### config.mk
export PLATFORM = sky130hd
export DESIGN_NAME = uart_programmer
export DESIGN_NICKNAME = d
export VERILOG_FILES = /design/src/rtl/uart_programmer_pkg.sv /design/src/rtl/uart_rx_byte.sv /design/src/rtl/uart_programmer.sv
export SDC_FILE = /design/constraint.sdc
export NUM_CORES = 1
export LEC_CHECK = 0
export CAP_MARGIN = 20
export CORE_MARGIN = 2
export CORE_UTILIZATION = 35
export DETAILED_ROUTE_END_ITERATION = 16
export PLACE_DENSITY = 0.58
export SLEW_MARGIN = 5
export SYNTH_ARGS = -nofsm -noshare
export SYNTH_HDL_FRONTEND = slang
export SYNTH_HIERARCHICAL = 1
export SYNTH_SLANG_ARGS = --single-unit
### constraint.sdc
create_clock -name clk -period 3 [get_ports clk]
set_clock_uncertainty 0.15 [all_clocks]
set_input_delay 0.75 -clock clk [delete_from_list [all_inputs] [get_ports clk]]
set_output_delay 0.75 -clock clk [all_outputs]
set_load 0.01 [all_outputs]
### src/rtl/uart_programmer_pkg.sv
// ---- uart_programmer_pkg : record layout constants and UART FSM states (rev 1.0) ----
`default_nettype none

package uart_programmer_pkg;

  localparam int UPG_REC_BYTES   = 6;
  localparam int UPG_END_BIT     = 15;
  localparam int UPG_MEM_SEL_BIT = 14;

  typedef enum logic [1:0] {
    UART_ST_IDLE  = 2'd0,
    UART_ST_START = 2'd1,
    UART_ST_DATA  = 2'd2,
    UART_ST_STOP  = 2'd3
  } uart_st_e;

endpackage

`default_nettype wire

### src/rtl/uart_rx_byte.sv
// ---- uart_rx_byte : synchronised 8N1 receiver with glitch reject and framing check (rev 1.0) ----
`default_nettype none

module uart_rx_byte
  import uart_programmer_pkg::*;
#(
  parameter int CLKS_PER_BIT = 868
) (
  input  logic       clk,
  input  logic       i_rst_n,
  input  logic       i_rx,
  output logic       o_byte_valid,
  output logic [7:0] o_byte,
  output logic       o_frame_err,
  output logic       o_idle
);

  localparam int CW = (CLKS_PER_BIT > 1) ? $clog2(CLKS_PER_BIT) : 1;
  localparam logic [CW-1:0] C_BIT_END  = CW'(CLKS_PER_BIT - 1);
  localparam logic [CW-1:0] C_HALF_END = CW'(CLKS_PER_BIT / 2 - 1);

  logic          r_sync1;
  logic          r_sync2;
  logic          r_sync3;
  uart_st_e      r_state;
  uart_st_e      w_state_nxt;
  logic [CW-1:0] r_cnt;
  logic [2:0]    r_bit;
  logic [7:0]    r_shift;
  logic          w_rx;
  logic          w_fall;
  logic          w_cnt_end;

  // r_sync3 only exists to detect the falling edge of the synchronised line.
  always_ff @(posedge clk or negedge i_rst_n) begin
    if (!i_rst_n) begin
      r_sync1 <= 1'b1;
      r_sync2 <= 1'b1;
      r_sync3 <= 1'b1;
    end else begin
      r_sync1 <= i_rx;
      r_sync2 <= r_sync1;
      r_sync3 <= r_sync2;
    end
  end

  assign w_rx      = r_sync2;
  assign w_fall    = r_sync3 & ~r_sync2;
  assign w_cnt_end = (r_state == UART_ST_START) ? (r_cnt == C_HALF_END) : (r_cnt == C_BIT_END);

  always_comb begin
    w_state_nxt  = r_state;
    o_byte_valid = 1'b0;
    o_frame_err  = 1'b0;
    case (r_state)
      UART_ST_IDLE: begin
        if (w_fall) w_state_nxt = UART_ST_START;
      end
      UART_ST_START: begin
        if (w_cnt_end) w_state_nxt = w_rx ? UART_ST_IDLE : UART_ST_DATA;
      end
      UART_ST_DATA: begin
        if (w_cnt_end && (r_bit == 3'd7)) w_state_nxt = UART_ST_STOP;
      end
      UART_ST_STOP: begin
        if (w_cnt_end) begin
          o_byte_valid = w_rx;
          o_frame_err  = ~w_rx;
          w_state_nxt  = UART_ST_IDLE;
        end
      end
      default: w_state_nxt = UART_ST_IDLE;
    endcase
  end

  always_ff @(posedge clk or negedge i_rst_n) begin
    if (!i_rst_n) begin
      r_state <= UART_ST_IDLE;
      r_cnt   <= '0;
      r_bit   <= 3'd0;
      r_shift <= 8'd0;
    end else begin
      r_state <= w_state_nxt;
      if ((r_state == UART_ST_IDLE) || w_cnt_end) r_cnt <= '0;
      else                                        r_cnt <= r_cnt + 1'b1;
      if (r_state != UART_ST_DATA) r_bit <= 3'd0;
      else if (w_cnt_end)          r_bit <= r_bit + 3'd1;
      if ((r_state == UART_ST_DATA) && w_cnt_end) r_shift <= {w_rx, r_shift[7:1]};
    end
  end

  assign o_byte = r_shift;
  assign o_idle = (r_state == UART_ST_IDLE);

endmodule

`default_nettype wire

### src/rtl/uart_programmer.sv
// ---- uart_programmer : UART boot loader driving the upg_* memory write port, acks end record (rev 1.0) ----
`default_nettype none

module uart_programmer
  import uart_programmer_pkg::*;
#(
  parameter int         CLKS_PER_BIT = 868,
  parameter int         TIMEOUT_BITS = 64,
  parameter logic [7:0] ACK_BYTE     = 8'h4B
) (
  input  logic        clk,
  input  logic        rst,
  input  logic        rx,
  output logic        tx,
  output logic        upg_wen_o,
  output logic [14:0] upg_adr_o,
  output logic [31:0] upg_dat_o,
  output logic        upg_done_o,
  output logic        upg_err_o
);

  localparam int CW = (CLKS_PER_BIT > 1) ? $clog2(CLKS_PER_BIT) : 1;
  localparam int TW = $clog2(TIMEOUT_BITS + 1);
  localparam logic [CW-1:0] C_BIT_END  = CW'(CLKS_PER_BIT - 1);
  localparam logic [TW-1:0] C_TIMEOUT  = TW'(TIMEOUT_BITS);
  localparam logic [2:0]    C_LAST_IDX = 3'(UPG_REC_BYTES - 1);

  logic          w_byte_valid;
  logic [7:0]    w_byte;
  logic          w_frame_err;
  logic          w_rx_idle;

  logic [2:0]    r_idx;
  logic [15:0]   r_addr;
  logic [23:0]   r_data;
  logic          r_wen;
  logic [14:0]   r_adr;
  logic [31:0]   r_dat;
  logic          r_done;
  logic          r_done_d;
  logic          r_err;
  logic [CW-1:0] r_to_cnt;
  logic [TW-1:0] r_to_bits;
  logic          w_timeout;

  uart_st_e      r_tx_state;
  uart_st_e      w_tx_state_nxt;
  logic [CW-1:0] r_tx_cnt;
  logic [2:0]    r_tx_bit;
  logic          r_tx;
  logic          w_tx_line;
  logic          w_tx_cnt_end;

  uart_rx_byte #(
    .CLKS_PER_BIT(CLKS_PER_BIT)
  ) u_rx (
    .clk         (clk),
    .i_rst_n     (rst),
    .i_rx        (rx),
    .o_byte_valid(w_byte_valid),
    .o_byte      (w_byte),
    .o_frame_err (w_frame_err),
    .o_idle      (w_rx_idle)
  );

  assign w_timeout = (r_to_bits == C_TIMEOUT);

  always_ff @(posedge clk or negedge rst) begin
    if (!rst) begin
      r_idx  <= 3'd0;
      r_addr <= 16'd0;
      r_data <= 24'd0;
      r_wen  <= 1'b0;
      r_adr  <= 15'd0;
      r_dat  <= 32'd0;
      r_done <= 1'b0;
      r_err  <= 1'b0;
    end else begin
      r_wen <= 1'b0;
      if (w_frame_err) begin
        r_err <= 1'b1;
        r_idx <= 3'd0;
      end else if (w_byte_valid && !r_done) begin
        case (r_idx)
          3'd0:    r_addr[7:0]   <= w_byte;
          3'd1:    r_addr[15:8]  <= w_byte;
          3'd2:    r_data[7:0]   <= w_byte;
          3'd3:    r_data[15:8]  <= w_byte;
          3'd4:    r_data[23:16] <= w_byte;
          default: ;
        endcase
        if (r_idx == C_LAST_IDX) begin
          r_idx <= 3'd0;
          if (r_addr[UPG_END_BIT]) begin
            r_done <= 1'b1;
          end else begin
            r_wen <= 1'b1;
            r_adr <= r_addr[UPG_MEM_SEL_BIT:0];
            r_dat <= {w_byte, r_data};
          end
        end else begin
          r_idx <= r_idx + 3'd1;
        end
      end else if (w_timeout) begin
        r_idx <= 3'd0;
      end
    end
  end

  // Idle bit-time counter; any receiver activity or an empty record keeps it cleared.
  always_ff @(posedge clk or negedge rst) begin
    if (!rst) begin
      r_to_cnt  <= '0;
      r_to_bits <= '0;
    end else if ((r_idx == 3'd0) || !w_rx_idle || r_done) begin
      r_to_cnt  <= '0;
      r_to_bits <= '0;
    end else if (!w_timeout) begin
      if (r_to_cnt == C_BIT_END) begin
        r_to_cnt  <= '0;
        r_to_bits <= r_to_bits + 1'b1;
      end else begin
        r_to_cnt <= r_to_cnt + 1'b1;
      end
    end
  end

  assign w_tx_cnt_end = (r_tx_cnt == C_BIT_END);

  always_comb begin
    w_tx_state_nxt = r_tx_state;
    w_tx_line      = 1'b1;
    case (r_tx_state)
      UART_ST_IDLE: begin
        if (r_done && !r_done_d) w_tx_state_nxt = UART_ST_START;
      end
      UART_ST_START: begin
        w_tx_line = 1'b0;
        if (w_tx_cnt_end) w_tx_state_nxt = UART_ST_DATA;
      end
      UART_ST_DATA: begin
        w_tx_line = ACK_BYTE[r_tx_bit];
        if (w_tx_cnt_end && (r_tx_bit == 3'd7)) w_tx_state_nxt = UART_ST_STOP;
      end
      UART_ST_STOP: begin
        if (w_tx_cnt_end) w_tx_state_nxt = UART_ST_IDLE;
      end
      default: w_tx_state_nxt = UART_ST_IDLE;
    endcase
  end

  always_ff @(posedge clk or negedge rst) begin
    if (!rst) begin
      r_tx_state <= UART_ST_IDLE;
      r_tx_cnt   <= '0;
      r_tx_bit   <= 3'd0;
      r_tx       <= 1'b1;
      r_done_d   <= 1'b0;
    end else begin
      r_tx_state <= w_tx_state_nxt;
      r_tx       <= w_tx_line;
      r_done_d   <= r_done;
      if ((r_tx_state == UART_ST_IDLE) || w_tx_cnt_end) r_tx_cnt <= '0;
      else                                              r_tx_cnt <= r_tx_cnt + 1'b1;
      if (r_tx_state != UART_ST_DATA) r_tx_bit <= 3'd0;
      else if (w_tx_cnt_end)          r_tx_bit <= r_tx_bit + 3'd1;
    end
  end

  assign tx         = r_tx;
  assign upg_wen_o  = r_wen;
  assign upg_adr_o  = r_adr;
  assign upg_dat_o  = r_dat;
  assign upg_done_o = r_done;
  assign upg_err_o  = r_err;

endmodule

`default_nettype wire

==> flow_summary.html, run 1 <==
<table>
<tr><th>Metric</th><th>Value</th></tr>
<tr><th colspan="2">Clocking</th></tr>
<tr><td>Count of hold buffers inserted by post-cts repair</td><td>0</td></tr>
<tr><td>Buffer type at the clock tree root</td><td>clkbuf_16</td></tr>
<tr><td>Number of resized instances in the post-cts repair step</td><td>0</td></tr>
<tr><td>Num CTS Buffers</td><td>17</td></tr>
<tr><td>Clock-pin slew on the worst setup and hold paths</td><td>roughly 0.060 ns</td></tr>
<tr><td>Setup bufs post-CTS</td><td>0</td></tr>
<tr><td>Maximum root-to-sink buffer count</td><td>2</td></tr>
<tr><td>Insertion delay of the later-clocked pin in the worst-skew pair</td><td>between 0.4 and 0.5 ns</td></tr>
<tr><td>Number of sinks on the clock net</td><td>153</td></tr>
<tr><td>TritonCTS clock tree</td><td>built</td></tr>
<tr><td>Number of H-tree levels</td><td>4</td></tr>
<tr><th colspan="2">Die</th></tr>
<tr><td>Die width</td><td>142 µm</td></tr>
<tr><td>Floorplan Core Area</td><td>18600 µm²</td></tr>
<tr><td>Die span in y</td><td>between 100 and 150 µm</td></tr>
<tr><td>Die area</td><td>approximately 20000 µm²</td></tr>
<tr><td>I/O pin cnt</td><td>54</td></tr>
<tr><td>Effective utilization at floorplan</td><td>35.6%</td></tr>
<tr><td>Row count</td><td>50</td></tr>
<tr><th colspan="2">Critical path</th></tr>
<tr><td>Endpoint of the lowest-slack register-to-register path</td><td>r_data[6]</td></tr>
<tr><td>FF-to-FF Start</td><td>u_rx/r_cnt[4]</td></tr>
<tr><td>Crit path required time</td><td>between 3 and 4 ns</td></tr>
<tr><td>Highest net fanout along the worst path</td><td>5</td></tr>
<tr><td>Crit path kind</td><td>reg2reg</td></tr>
<tr><td>Critical path data arrival time</td><td>approximately 2.9 ns</td></tr>
<tr><td>CP Capture Type</td><td>flop</td></tr>
<tr><td>Reg2reg setup slack</td><td>between 0.3 and 0.4 ns</td></tr>
<tr><td>Crit path launch type</td><td>flop</td></tr>
<tr><td>Reg2Reg Depth</td><td>9</td></tr>
<tr><th colspan="2">STA</th></tr>
<tr><td>Fmax</td><td>around 370 MHz</td></tr>
<tr><td>Period minus WS final</td><td>between 2 and 3 ns</td></tr>
<tr><td>Endpoints failing hold</td><td>0</td></tr>
<tr><td>Worst slew pin tran</td><td>0.580 ns</td></tr>
<tr><td>Max-slew violations</td><td>0</td></tr>
<tr><td>Worst Hold Margin</td><td>0.167 ns</td></tr>
<tr><td>Setup slack of the critical path after layout</td><td>just over 0.3 ns</td></tr>
<tr><td>Part of the cycle the worst path needs</td><td>about nine tenths</td></tr>
<tr><td>RSZ-0062 raised after global routing</td><td>no</td></tr>
<tr><td>Total negative slack for setup checks</td><td>0 ns</td></tr>
<tr><td>Max_slew headroom</td><td>61.4%</td></tr>
<tr><td>Number of setup violations in the final report</td><td>0</td></tr>
<tr><th colspan="2">Placement</th></tr>
<tr><td>Detail Placement HPWL</td><td>approximately 8600 µm</td></tr>
<tr><td>Area of placed instances</td><td>about 7500 µm²</td></tr>
<tr><td>Port Buffer Count</td><td>53</td></tr>
<tr><td>DP Worst Slack</td><td>approximately 0.23 ns</td></tr>
<tr><td>Inst Count DP</td><td>791</td></tr>
<tr><td>Gpl congestion</td><td>between 0.8 and 0.9</td></tr>
<tr><th colspan="2">Finish</th></tr>
<tr><td>Fraction of final layout cells with drive strength greater than 1</td><td>between 20% and 30%</td></tr>
<tr><td>Utilization after layout</td><td>between 40% and 50%</td></tr>
<tr><td>Cell Count, Final, Fillers Out</td><td>between 800 and 900</td></tr>
<tr><td>Nets@finish</td><td>between 500 and 600</td></tr>
<tr><td>Footprint of the multi-input gates</td><td>2710 µm²</td></tr>
<tr><td>Sequential cell area</td><td>around 3800 µm²</td></tr>
<tr><td>Post-route design area</td><td>slightly above 8000 µm²</td></tr>
<tr><td>Most common cell after layout, fill and taps aside</td><td>dfrtp_1</td></tr>
<tr><td>Commonest cells after routing, fill and taps aside</td><td>149 x dfrtp_1, 68 x mux2_2, 52 x clkdlybuf4s50_1</td></tr>
<tr><td>Fillcell total</td><td>approximately 1700</td></tr>
<tr><td>Count of antenna diodes in the layout</td><td>0</td></tr>
<tr><td>Area growth from synthesis to layout</td><td>21.6%</td></tr>
<tr><th colspan="2">GRT</th></tr>
<tr><td>Met2 Track Usage GR</td><td>between 20% and 30%</td></tr>
<tr><td>Number of antenna violations at the first check in global routing</td><td>0</td></tr>
<tr><td>Met3 routing resource usage after global routing</td><td>between 3 and 4%</td></tr>
<tr><td>GRT busiest layer</td><td>met2</td></tr>
<tr><td>Remaining Overflow, GRT</td><td>0</td></tr>
<tr><td>First-pass GRT wire length</td><td>between 20000 and 25000 µm</td></tr>
<tr><td>Vias in the first global route</td><td>approximately 4400</td></tr>
<tr><td>Met1 routing resource usage after global routing</td><td>approximately 18%</td></tr>
<tr><td>All-Layer GR Usage</td><td>between 10 and 15%</td></tr>
<tr><td>Largest net degree at the start of global routing</td><td>62</td></tr>
<tr><th colspan="2">Power</th></tr>
<tr><td>Maximum vdd ir drop</td><td>0.000392 V</td></tr>
<tr><td>Share of total power in sequential cells</td><td>roughly 51%</td></tr>
<tr><td>Internal power</td><td>3.30 mW</td></tr>
<tr><td>LEAKAGE</td><td>approximately 3.7 nW</td></tr>
<tr><td>Switching share of total power</td><td>between 20% and 30%</td></tr>
<tr><td>Net load switching power</td><td>about 1.0 mW</td></tr>
<tr><td>Fraction of power consumed by the clock network</td><td>between 40% and 50%</td></tr>
<tr><td>Total power</td><td>approximately 4.3 mW</td></tr>
<tr><td>Combinational share of power</td><td>slightly below 4%</td></tr>
<tr><td>Total power per unit cell area</td><td>about 540 nW/µm²</td></tr>
<tr><th colspan="2">Logic synthesis</th></tr>
<tr><td>Proportion of register bits with asynchronous set or reset after synthesis</td><td>100%</td></tr>
<tr><td>Post-synthesis register bit count</td><td>between 150 and 200</td></tr>
<tr><td>Sequential cell area fraction in the yosys report</td><td>approximately 58%</td></tr>
<tr><td>Average instance area after synthesis</td><td>13.2 µm²</td></tr>
<tr><td>Netlist Area Pre-Place</td><td>around 6600 µm²</td></tr>
<tr><td>Post-synth top flop</td><td>dfrtp_1</td></tr>
<tr><td>Yosys top cell area share</td><td>56.1%</td></tr>
<tr><td>Post-synth net total</td><td>525</td></tr>
<tr><td>Number of warnings printed during yosys synthesis</td><td>6</td></tr>
<tr><td>Post-Synthesis Cells</td><td>roughly 500</td></tr>
<tr><td>Biggest area contributors in the synthesized netlist</td><td>dfrtp_1 56%, mux2_2 12%, mux2_1 3.4%, ha_1 3.2%, mux2_4 2.0%</td></tr>
<tr><td>Number of distinct library cells after synthesis</td><td>60</td></tr>
<tr><td>Largest area contributor in the netlist</td><td>dfrtp_1</td></tr>
<tr><td>Number of synthesized flops with an enable pin</td><td>0</td></tr>
<tr><th colspan="2">Detailed routing</th></tr>
<tr><td>Average vias per placed instance</td><td>5.00</td></tr>
<tr><td>Length of the first detailed-routing pass in iterations</td><td>4</td></tr>
<tr><td>Total routed wirelength</td><td>between 10000 and 15000 µm</td></tr>
<tr><td>Total number of vias</td><td>about 4000</td></tr>
<tr><td>Number of nets still failing antenna checks after routing</td><td>0</td></tr>
<tr><td>DR WL/cell</td><td>about 15 µm</td></tr>
<tr><td>Post-route DRC</td><td>0</td></tr>
<tr><td>Number of DRC markers in iteration 0</td><td>242</td></tr>
<tr><th colspan="2">Outcome</th></tr>
<tr><td>Status</td><td>complete, no violations</td></tr>
<tr><th colspan="2">Job</th></tr>
<tr><td>Max-capacitance violation count</td><td>0</td></tr>
<tr><th colspan="2">Worst hold path</th></tr>
<tr><td>Worst min-delay path category</td><td>in2async</td></tr>
</table>
-- synth_stat cells (3+ instances only) --
| cell | instances |
|---|---|
| a21oi_1 | 19 |
| and2_1 | 3 |
| buf_2 | 4 |
| clkbuf_1 | 4 |
| dfrtp_1 | 149 |
| dfstp_2 | 4 |
| ha_1 | 17 |
| inv_1 | 13 |
| mux2_1 | 20 |
| mux2_2 | 68 |
| mux2_4 | 9 |
| mux2i_1 | 6 |
| nand2_1 | 25 |
| nand3_1 | 20 |
| nand4_1 | 5 |
| nor2_1 | 35 |
| nor3_1 | 6 |
| nor4_1 | 3 |
| o21ai_0 | 8 |
| o21ai_1 | 4 |
| o31ai_1 | 5 |
| or2_2 | 3 |
| or3_1 | 10 |
| or4_1 | 5 |
| xnor2_1 | 13 |
| xor2_1 | 5 |
-- per-layer routing --
layer,up-vias,wire length [µm]
met4,0,297
met1,2105,6010
met5,-,0
met3,23,299
li1,1940,-
met2,50,6020
-- logic make-up (layout without fill, tap and decap cells) --
kind of cell | after synthesis | in the layout | share of synthesized area (%)
compound gates | 45 | 45 | 4.44
xor+xnor | 18 | 18 | 2.37
fa+ha+maj | 17 | 17 | 3.20
buf+inv | 24 | 108 | 1.54
flops | 153 | 153 | 57.7
mux | 104 | 104 | 18.1
simple gates | 144 | 144 | 12.7
-- worst max path at each step --
stage,start,end,cells after the start
after detailed placement,u_rx/r_cnt[4],r_addr[12],8
final,u_rx/r_cnt[4],r_data[6],9
after global placement,u_rx/r_cnt[4],r_addr[12],8
after global routing,u_rx/r_cnt[3],r_addr[7],8
after floorplan,u_rx/r_cnt[4],upg_adr_o[0],10
after CTS,u_rx/r_cnt[3],r_addr[12],8
-- sequential cells by signal, indices dropped and copies added (netlist names), 2 cells and up, named ones only --
name	cells
r_addr	16
r_data	24
r_idx	3
r_to_bits	7
r_to_cnt	10
r_tx_bit	3
r_tx_cnt	10
r_tx_state	2
u_rx/o_byte	8
u_rx/r_bit	3
u_rx/r_cnt	10
upg_adr_o	15
upg_dat_o	32
-- worst max-delay path, stage by stage (launching register included) --
cell      delay [ns]
dfrtp_1         0.41
and4b_4         0.38
mux2i_2         0.10
nor2_1          0.22
and4_1          0.27
nand2b_1        0.11
nor2_1          0.17
nand3_1         0.25
buf_4           0.25
mux2_2          0.27
-- power groups by stage --
stage	registers [mW]	logic [mW]	clock network [mW]
after floorplan	2.20	0.103	0
after global placement	2.21	0.168	0
after detailed placement	2.22	0.175	0
after CTS	2.18	0.177	2.04
after global routing	2.19	0.200	2.14
final	2.18	0.171	1.97
-- cell type report --
class / count / share of cell area [%]
sequential: 153 / 47.5
tap: 234 / 3.62
inverter: 14 / 0.650
clock inverter: 11 / 1.10
timing repair buffer: 62 / 7.88
multi-input combinational: 328 / 33.6
clock buffer: 21 / 5.70
No activity file was read; power rests on OpenSTA's default activity.
==> run 2, diff against run 1 <==
- CELL_PAD_IN_SITES_DETAIL_PLACEMENT: not set -> 0
- CELL_PAD_IN_SITES_GLOBAL_PLACEMENT: not set -> 1
- PLACE_DENSITY: 0.58 -> 0.69
- clock period: 3 -> 2.48 ns (I/O delays scaled with it)
==> run 2 against run 1 <==
The run now ends with negative setup slack left. Critical path depth is 2 higher. Flip-flop and latch count stayed put. Design area is 7.6% higher. Non-clock buffer count is 43 higher. Sequential power is 19% higher. Power is 27% higher. Register-to-register slack worse by 0.34 ns. Utilization is 3.3 points higher. Largest power group unchanged. Final cell count is 5.2% higher. Highest routed layer unchanged. Via count is 4.8% higher. Die area stayed put.
==> flow_summary.html, run 2 (synthesis gave the netlist of run 1 again) <==
<table>
<tr><th>Metric</th><th>Value</th></tr>
<tr><th colspan="2">Clocking</th></tr>
<tr><td>Clock-pin slew on the worst setup and hold paths</td><td>roughly 0.060 ns</td></tr>
<tr><td>Num CTS Buffers</td><td>17</td></tr>
<tr><td>Number of H-tree levels</td><td>4</td></tr>
<tr><td>TritonCTS clock tree</td><td>built</td></tr>
<tr><td>Count of hold buffers inserted by post-cts repair</td><td>0</td></tr>
<tr><td>Buffer type at the clock tree root</td><td>clkbuf_16</td></tr>
<tr><td>Maximum root-to-sink buffer count</td><td>2</td></tr>
<tr><td>Insertion delay of the later-clocked pin in the worst-skew pair</td><td>roughly 0.41 ns</td></tr>
<tr><td>Number of sinks on the clock net</td><td>153</td></tr>
<tr><th colspan="2">STA</th></tr>
<tr><td>Max-slew violations</td><td>0</td></tr>
<tr><td>Period minus WS final</td><td>~2.5 ns</td></tr>
<tr><td>Number of setup violations in the final report</td><td>21</td></tr>
<tr><td>Fmax</td><td>between 300 and 400 MHz</td></tr>
<tr><td>RSZ-0062 raised after global routing</td><td>yes</td></tr>
<tr><td>Total negative slack for setup checks</td><td>-0.333 ns</td></tr>
<tr><td>Worst Hold Margin</td><td>roughly 0.015 ns</td></tr>
<tr><td>Endpoints failing hold</td><td>0</td></tr>
<tr><td>Setup slack of the critical path after layout</td><td>-0.0339 ns</td></tr>
<tr><td>Worst slew pin tran</td><td>about 0.57 ns</td></tr>
<tr><td>Max_slew headroom</td><td>a little over 60%</td></tr>
<tr><td>Part of the cycle the worst path needs</td><td>101%</td></tr>
<tr><th colspan="2">Detailed routing</th></tr>
<tr><td>Post-route DRC</td><td>0</td></tr>
<tr><td>Total number of vias</td><td>4314</td></tr>
<tr><td>Average vias per placed instance</td><td>4.98</td></tr>
<tr><td>Total routed wirelength</td><td>about 14000 µm</td></tr>
<tr><td>Number of DRC markers in iteration 0</td><td>about 200</td></tr>
<tr><td>Number of nets still failing antenna checks after routing</td><td>0</td></tr>
<tr><td>DR WL/cell</td><td>around 16 µm</td></tr>
<tr><td>Length of the first detailed-routing pass in iterations</td><td>4</td></tr>
<tr><th colspan="2">Placement</th></tr>
<tr><td>Inst Count DP</td><td>816</td></tr>
<tr><td>Detail Placement HPWL</td><td>about 9500 µm</td></tr>
<tr><td>Gpl congestion</td><td>approximately 0.76</td></tr>
<tr><td>Port Buffer Count</td><td>53</td></tr>
<tr><th colspan="2">Power</th></tr>
<tr><td>Share of total power in sequential cells</td><td>between 40% and 50%</td></tr>
<tr><td>Combinational share of power</td><td>about 6.7%</td></tr>
<tr><td>Switching share of total power</td><td>between 20% and 30%</td></tr>
<tr><td>LEAKAGE</td><td>roughly 4.1 nW</td></tr>
<tr><td>Total power</td><td>5.48 mW</td></tr>
<tr><td>Net load switching power</td><td>roughly 1.3 mW</td></tr>
<tr><td>Maximum vdd ir drop</td><td>slightly below 0.0004 V</td></tr>
<tr><td>Internal power</td><td>4.18 mW</td></tr>
<tr><td>Total power per unit cell area</td><td>between 600 and 700 nW/µm²</td></tr>
<tr><td>Fraction of power consumed by the clock network</td><td>a little under half</td></tr>
<tr><th colspan="2">Critical path</th></tr>
<tr><td>CP Capture Type</td><td>flop</td></tr>
<tr><td>Cell type with the highest occurrence count on the critical path</td><td>buf_4</td></tr>
<tr><td>Critical path data arrival time</td><td>roughly 2.7 ns</td></tr>
<tr><td>Slowest stage cell on the critical path</td><td>dfrtp_1</td></tr>
<tr><td>Crit path launch type</td><td>flop</td></tr>
<tr><td>Gate family responsible for the most delay along the worst path</td><td>simple AND/OR/NAND/NOR gates</td></tr>
<tr><td>Highest net fanout along the worst path</td><td>7</td></tr>
<tr><td>Crit path required time</td><td>between 2 and 3 ns</td></tr>
<tr><td>Slowest Stage Delay on Critical Path</td><td>0.41 ns</td></tr>
<tr><td>Crit path kind</td><td>reg2reg</td></tr>
<tr><td>Worst path cell trace</td><td>and4bb_2, mux2i_2, nand3b_1, nor3b_2, buf_4, nor2_4, nand4b_1, buf_4, buf_6, buf_16, mux2_1</td></tr>
<tr><td>Worst Path Buf+Inv</td><td>4</td></tr>
<tr><th colspan="2">Worst hold path</th></tr>
<tr><td>Worst min-delay path category</td><td>in2async</td></tr>
<tr><th colspan="2">Finish</th></tr>
<tr><td>Fillcell total</td><td>between 1500 and 2000</td></tr>
<tr><td>Cell Count, Final, Fillers Out</td><td>around 870</td></tr>
<tr><td>Area growth from synthesis to layout</td><td>30.8%</td></tr>
<tr><td>Most common cell after layout, fill and taps aside</td><td>dfrtp_1</td></tr>
<tr><td>Flip-flop count of the largest register after layout</td><td>32</td></tr>
<tr><td>Commonest cells after routing, fill and taps aside</td><td>149 x dfrtp_1, 52 x clkdlybuf4s50_1, 51 x mux2_2</td></tr>
<tr><td>Nets@finish</td><td>around 640</td></tr>
<tr><td>Count of antenna diodes in the layout</td><td>0</td></tr>
<tr><td>Fraction of final layout cells with drive strength greater than 1</td><td>between 30% and 40%</td></tr>
<tr><th colspan="2">GRT</th></tr>
<tr><td>Vias in the first global route</td><td>approximately 4700</td></tr>
<tr><td>Remaining Overflow, GRT</td><td>0</td></tr>
<tr><td>All-Layer GR Usage</td><td>around 15%</td></tr>
<tr><td>Largest net degree at the start of global routing</td><td>60</td></tr>
<tr><td>Number of antenna violations at the first check in global routing</td><td>0</td></tr>
<tr><td>First-pass GRT wire length</td><td>~24000 µm</td></tr>
<tr><th colspan="2">Die</th></tr>
<tr><td>Die area</td><td>20100 µm²</td></tr>
<tr><td>I/O pin cnt</td><td>54</td></tr>
<tr><td>Effective utilization at floorplan</td><td>a little over a third</td></tr>
<tr><td>Floorplan Core Area</td><td>around 19000 µm²</td></tr>
<tr><td>Die span in y</td><td>around 140 µm</td></tr>
<tr><td>Row count</td><td>50</td></tr>
<tr><td>Die width</td><td>between 100 and 150 µm</td></tr>
<tr><th colspan="2">Job</th></tr>
<tr><td>Max-capacitance violation count</td><td>0</td></tr>
<tr><th colspan="2">Outcome</th></tr>
<tr><td>Violated checks</td><td>negative setup slack</td></tr>
<tr><td>Status</td><td>finished with violations</td></tr>
</table>
[run 2: cell types whose count changed in the layout (fill, tap and decap cells not counted), sizes merged]
cell,change
bufinv,+1
buf,+43
clkbuf,-2
inv,+2
clkinvlp,-1
[run 2: worst paths after layout]
kind                          startpoint             to  slack (ns)  cells past startpoint
min reg2reg                 u_rx/r_sync1   u_rx/r_sync2        0.21                      0
max reg2reg                u_rx/r_cnt[1]  upg_dat_o[30]       -0.03                     11
min                                  rst  upg_dat_o[28]        0.01                      1
max                        u_rx/r_cnt[1]  upg_dat_o[30]       -0.03                     11
min in group clk            u_rx/r_sync1   u_rx/r_sync2        0.21                      0
max in group asynchronous            rst  r_tx_state[0]        1.42                      2
[run 2: per-stage QoR]
stage,cell area [µm²],worst slack [ns],util [%]
after global placement,7760,0.00932,41.7
final,8690,-0.0339,46.6
after global routing,8690,-0.161,46.6
after floorplan,6660,-0.0358,-
after detailed placement,7760,-0.0483,41.7
after CTS,8580,-0.0287,46.0
[run 2: layout make-up]
class	count	area, µm²	share of cell area (%)
clock inverters	13	131	1.51
well taps	234	293	3.37
multi-input cells	328	2860	32.9
flip-flops and latches	153	3830	44.1
repair buffers	105	1080	12.4
inverters	14	52.6	0.605
clock buffers	19	443	5.10
[run 2: power by group through the flow]
stage / logic, mW / registers, mW / clock network [mW]
final: 0.367 / 2.60 / 2.51
after global routing: 0.408 / 2.61 / 2.70
after CTS: 0.351 / 2.60 / 2.57
after detailed placement: 0.323 / 2.65 / 0
after global placement: 0.316 / 2.64 / 0
after floorplan: 0.124 / 2.66 / 0
[run 2: what timing repair did]
item / 4_1_cts / 5_1_grt
buffers inserted: 11 / 4
resized for setup: 21 / 22
setup endpoints to repair: 47 / 83
pin swaps: 6 / 3
cloned: 3 / 0
hold endpoints to repair: 0 / 0
[run 2: worst reg2reg max path, stage by stage, from the launching register on]
cell and delay [ns]:
dfrtp_1 0.41, and4bb_2 0.33, mux2i_2 0.10, nand3b_1 0.21, nor3b_2 0.17, buf_4 0.15, nor2_4 0.04, nand4b_1 0.12
buf_4 0.15, buf_6 0.13, buf_16 0.13, mux2_1 0.31
[run 2: per-layer routing]
layer	global-route usage, %	share of wire, %
met1	19.0	45
met3	4.08	2.5
met2	26.4	52
met4	3.42	0.77
met5	0	0
==> run 3, diff against run 2 <==
- HOLD_SLACK_MARGIN: not set -> 0.06
- SKIP_LAST_GASP: not set -> 1
==> run 3 against run 2 <==
The flow still finishes with violations (negative setup slack). Hold slack gained 0.19 ns. Utilization shrank 0.13 points. Fmax decreased by 0.37%. Count of clock-buffer cells in the layout unchanged. Critical path type unchanged. Largest cell class unchanged.
==> flow_summary.html, run 3 (synthesis gave the netlist of run 1 again) <==
<table>
<tr><th>Metric</th><th>Value</th></tr>
<tr><th colspan="2">Detailed routing</th></tr>
<tr><td>Average vias per placed instance</td><td>4.99</td></tr>
<tr><td>Total routed wirelength</td><td>between 10000 and 15000 µm</td></tr>
<tr><td>Number of DRC markers in iteration 0</td><td>190</td></tr>
<tr><td>DR WL/cell</td><td>16.4 µm</td></tr>
<tr><td>Length of the first detailed-routing pass in iterations</td><td>4</td></tr>
<tr><td>Total number of vias</td><td>4328</td></tr>
<tr><td>Number of nets still failing antenna checks after routing</td><td>0</td></tr>
<tr><td>Post-route DRC</td><td>0</td></tr>
<tr><th colspan="2">Power</th></tr>
<tr><td>Total power</td><td>between 5 and 6 mW</td></tr>
<tr><td>Total power per unit cell area</td><td>632 nW/µm²</td></tr>
<tr><td>LEAKAGE</td><td>4.05 nW</td></tr>
<tr><td>Maximum vdd ir drop</td><td>slightly below 0.0004 V</td></tr>
<tr><th colspan="2">STA</th></tr>
<tr><td>Max-slew violations</td><td>0</td></tr>
<tr><td>Endpoints failing hold</td><td>0</td></tr>
<tr><td>Worst Hold Margin</td><td>roughly 0.21 ns</td></tr>
<tr><td>Fmax</td><td>slightly below 400 MHz</td></tr>
<tr><td>Setup slack of the critical path after layout</td><td>-0.0432 ns</td></tr>
<tr><td>Max_slew headroom</td><td>between 60% and 70%</td></tr>
<tr><td>Total negative slack for setup checks</td><td>-0.360 ns</td></tr>
<tr><td>Worst slew pin tran</td><td>around 0.57 ns</td></tr>
<tr><td>RSZ-0062 raised after global routing</td><td>yes</td></tr>
<tr><td>Number of setup violations in the final report</td><td>22</td></tr>
<tr><td>Period minus WS final</td><td>2.52 ns</td></tr>
<tr><td>Part of the cycle the worst path needs</td><td>102%</td></tr>
<tr><th colspan="2">Critical path</th></tr>
<tr><td>Crit path kind</td><td>reg2reg</td></tr>
<tr><td>Endpoint of the lowest-slack register-to-register path</td><td>upg_adr_o[3]</td></tr>
<tr><td>Reg2reg setup slack</td><td>-0.04 ns</td></tr>
<tr><td>Reg2Reg Depth</td><td>11</td></tr>
<tr><td>Critical path data arrival time</td><td>about 2.7 ns</td></tr>
<tr><td>CP Capture Type</td><td>flop</td></tr>
<tr><td>Crit path required time</td><td>around 2.6 ns</td></tr>
<tr><td>Crit path launch type</td><td>flop</td></tr>
<tr><td>Highest net fanout along the worst path</td><td>7</td></tr>
<tr><td>FF-to-FF Start</td><td>u_rx/r_cnt[1]</td></tr>
<tr><th colspan="2">Worst hold path</th></tr>
<tr><td>Worst Hold End</td><td>u_rx/r_sync2</td></tr>
<tr><td>Min-delay src</td><td>u_rx/r_sync1</td></tr>
<tr><td>Hold Path Depth</td><td>0</td></tr>
<tr><td>Worst min-delay path category</td><td>reg2reg</td></tr>
<tr><th colspan="2">Die</th></tr>
<tr><td>Row count</td><td>50</td></tr>
<tr><td>Floorplan Core Area</td><td>around 19000 µm²</td></tr>
<tr><td>Die span in y</td><td>around 140 µm</td></tr>
<tr><td>Die area</td><td>slightly above 20000 µm²</td></tr>
<tr><td>I/O pin cnt</td><td>between 50 and 60</td></tr>
<tr><td>Effective utilization at floorplan</td><td>35.6%</td></tr>
<tr><td>Die width</td><td>142 µm</td></tr>
<tr><th colspan="2">Finish</th></tr>
<tr><td>Nets@finish</td><td>640</td></tr>
<tr><td>Utilization after layout</td><td>a little under half</td></tr>
<tr><td>Fraction of final layout cells with drive strength greater than 1</td><td>about a third</td></tr>
<tr><td>Area growth from synthesis to layout</td><td>30.4%</td></tr>
<tr><td>Flip-flop count of the largest register after layout</td><td>32</td></tr>
<tr><td>Cell Count, Final, Fillers Out</td><td>867</td></tr>
<tr><td>Commonest cells after routing, fill and taps aside</td><td>149 x dfrtp_1, 54 x mux2_2, 52 x clkdlybuf4s50_1</td></tr>
<tr><td>Most common cell after layout, fill and taps aside</td><td>dfrtp_1</td></tr>
<tr><td>Post-route design area</td><td>between 8000 and 9000 µm²</td></tr>
<tr><td>Count of antenna diodes in the layout</td><td>0</td></tr>
<tr><th colspan="2">Outcome</th></tr>
<tr><td>Violated checks</td><td>negative setup slack</td></tr>
<tr><td>Status</td><td>finished with violations</td></tr>
<tr><th colspan="2">Clocking</th></tr>
<tr><td>TritonCTS clock tree</td><td>built</td></tr>
<tr><td>Buffer type at the clock tree root</td><td>clkbuf_16</td></tr>
<tr><td>Num CTS Buffers</td><td>17</td></tr>
<tr><td>Number of sinks on the clock net</td><td>between 150 and 200</td></tr>
<tr><td>Maximum root-to-sink buffer count</td><td>2</td></tr>
<tr><td>Insertion delay of the later-clocked pin in the worst-skew pair</td><td>~0.4 ns</td></tr>
<tr><td>Clock-pin slew on the worst setup and hold paths</td><td>approximately 0.060 ns</td></tr>
<tr><td>Number of H-tree levels</td><td>4</td></tr>
<tr><th colspan="2">Placement</th></tr>
<tr><td>Port Buffer Count</td><td>53</td></tr>
<tr><td>Area of placed instances</td><td>approximately 7800 µm²</td></tr>
<tr><td>Inst Count DP</td><td>just over 800</td></tr>
<tr><td>DP Worst Slack</td><td>-0.0483 ns</td></tr>
<tr><td>Gpl congestion</td><td>between 0.7 and 0.8</td></tr>
<tr><td>Detail Placement HPWL</td><td>approximately 9500 µm</td></tr>
<tr><th colspan="2">Job</th></tr>
<tr><td>Max-capacitance violation count</td><td>0</td></tr>
<tr><th colspan="2">GRT</th></tr>
<tr><td>Largest net degree at the start of global routing</td><td>60</td></tr>
<tr><td>Remaining Overflow, GRT</td><td>0</td></tr>
<tr><td>All-Layer GR Usage</td><td>between 10% and 20%</td></tr>
<tr><td>First-pass GRT wire length</td><td>~24000 µm</td></tr>
<tr><td>Vias in the first global route</td><td>4678</td></tr>
<tr><td>Number of antenna violations at the first check in global routing</td><td>0</td></tr>
</table>
-- run 3: cell types whose count changed in the layout (fill, tap and decap cells not counted), sizes merged --
cell	delta
dlygate4sd3	+1
-- run 3: final cells by class --
cell class	count	area (µm²)
clock inverter	13	131
sequential	153	3830
tap	234	293
multi-input combinational	328	2820
timing repair buffer	106	1090
inverter	14	52.6
fill	1664	9980
clock buffer	19	443
-- run 3: worst max path at each step --
stage	start	end	slack, ns	depth (start not counted)
detailed placement	u_rx/r_cnt[4]	upg_dat_o[17]	-0.05	9
finish	u_rx/r_cnt[1]	upg_adr_o[3]	-0.04	11
global route	u_rx/r_cnt[1]	upg_adr_o[3]	-0.17	11
CTS	u_rx/r_cnt[1]	upg_dat_o[30]	-0.03	11
floorplan	u_rx/r_cnt[4]	upg_adr_o[0]	-0.04	10
global placement	u_rx/r_cnt[4]	upg_dat_o[20]	0.009	9
-- run 3: report_power, final --
part / switching, mW / internal (mW)
registers: 0.0465 / 2.56
logic: 0.180 / 0.188
clock network: 1.07 / 1.44
total: 1.30 / 4.18
-- run 3: timing repair --
item                       CTS  global route
pin swaps                    6             3
hold endpoints to repair    49             0
gates cloned                 3             0
setup endpoints to repair   47            83
hold buffers                 1             0
setup buffers               11             4
gates resized for setup     21            13
-- run 3: per-layer routing --
metal | global-route usage (%) | vias to the layer above | wire length (µm) | share of wire [%]
met4 | 3.42 | 0 | 110 | 0.77
met5 | 0 | - | 0 | 0
met3 | 4.08 | 7 | 369 | 2.6
met2 | 26.4 | 42 | 7360 | 52
li1 | - | 2038 | - | -
met1 | 19.0 | 2241 | 6390 | 45
-- run 3: worst max-delay path, stage by stage, from the launching register on --
cell      delay (ns)
dfrtp_1         0.41
and4bb_2        0.33
mux2i_2         0.10
nand3b_1        0.21
nor3b_2         0.17
buf_4           0.15
nor2_4          0.03
nand4b_1        0.12
buf_4           0.15
buf_6           0.13
buf_16          0.13
mux2_1          0.32
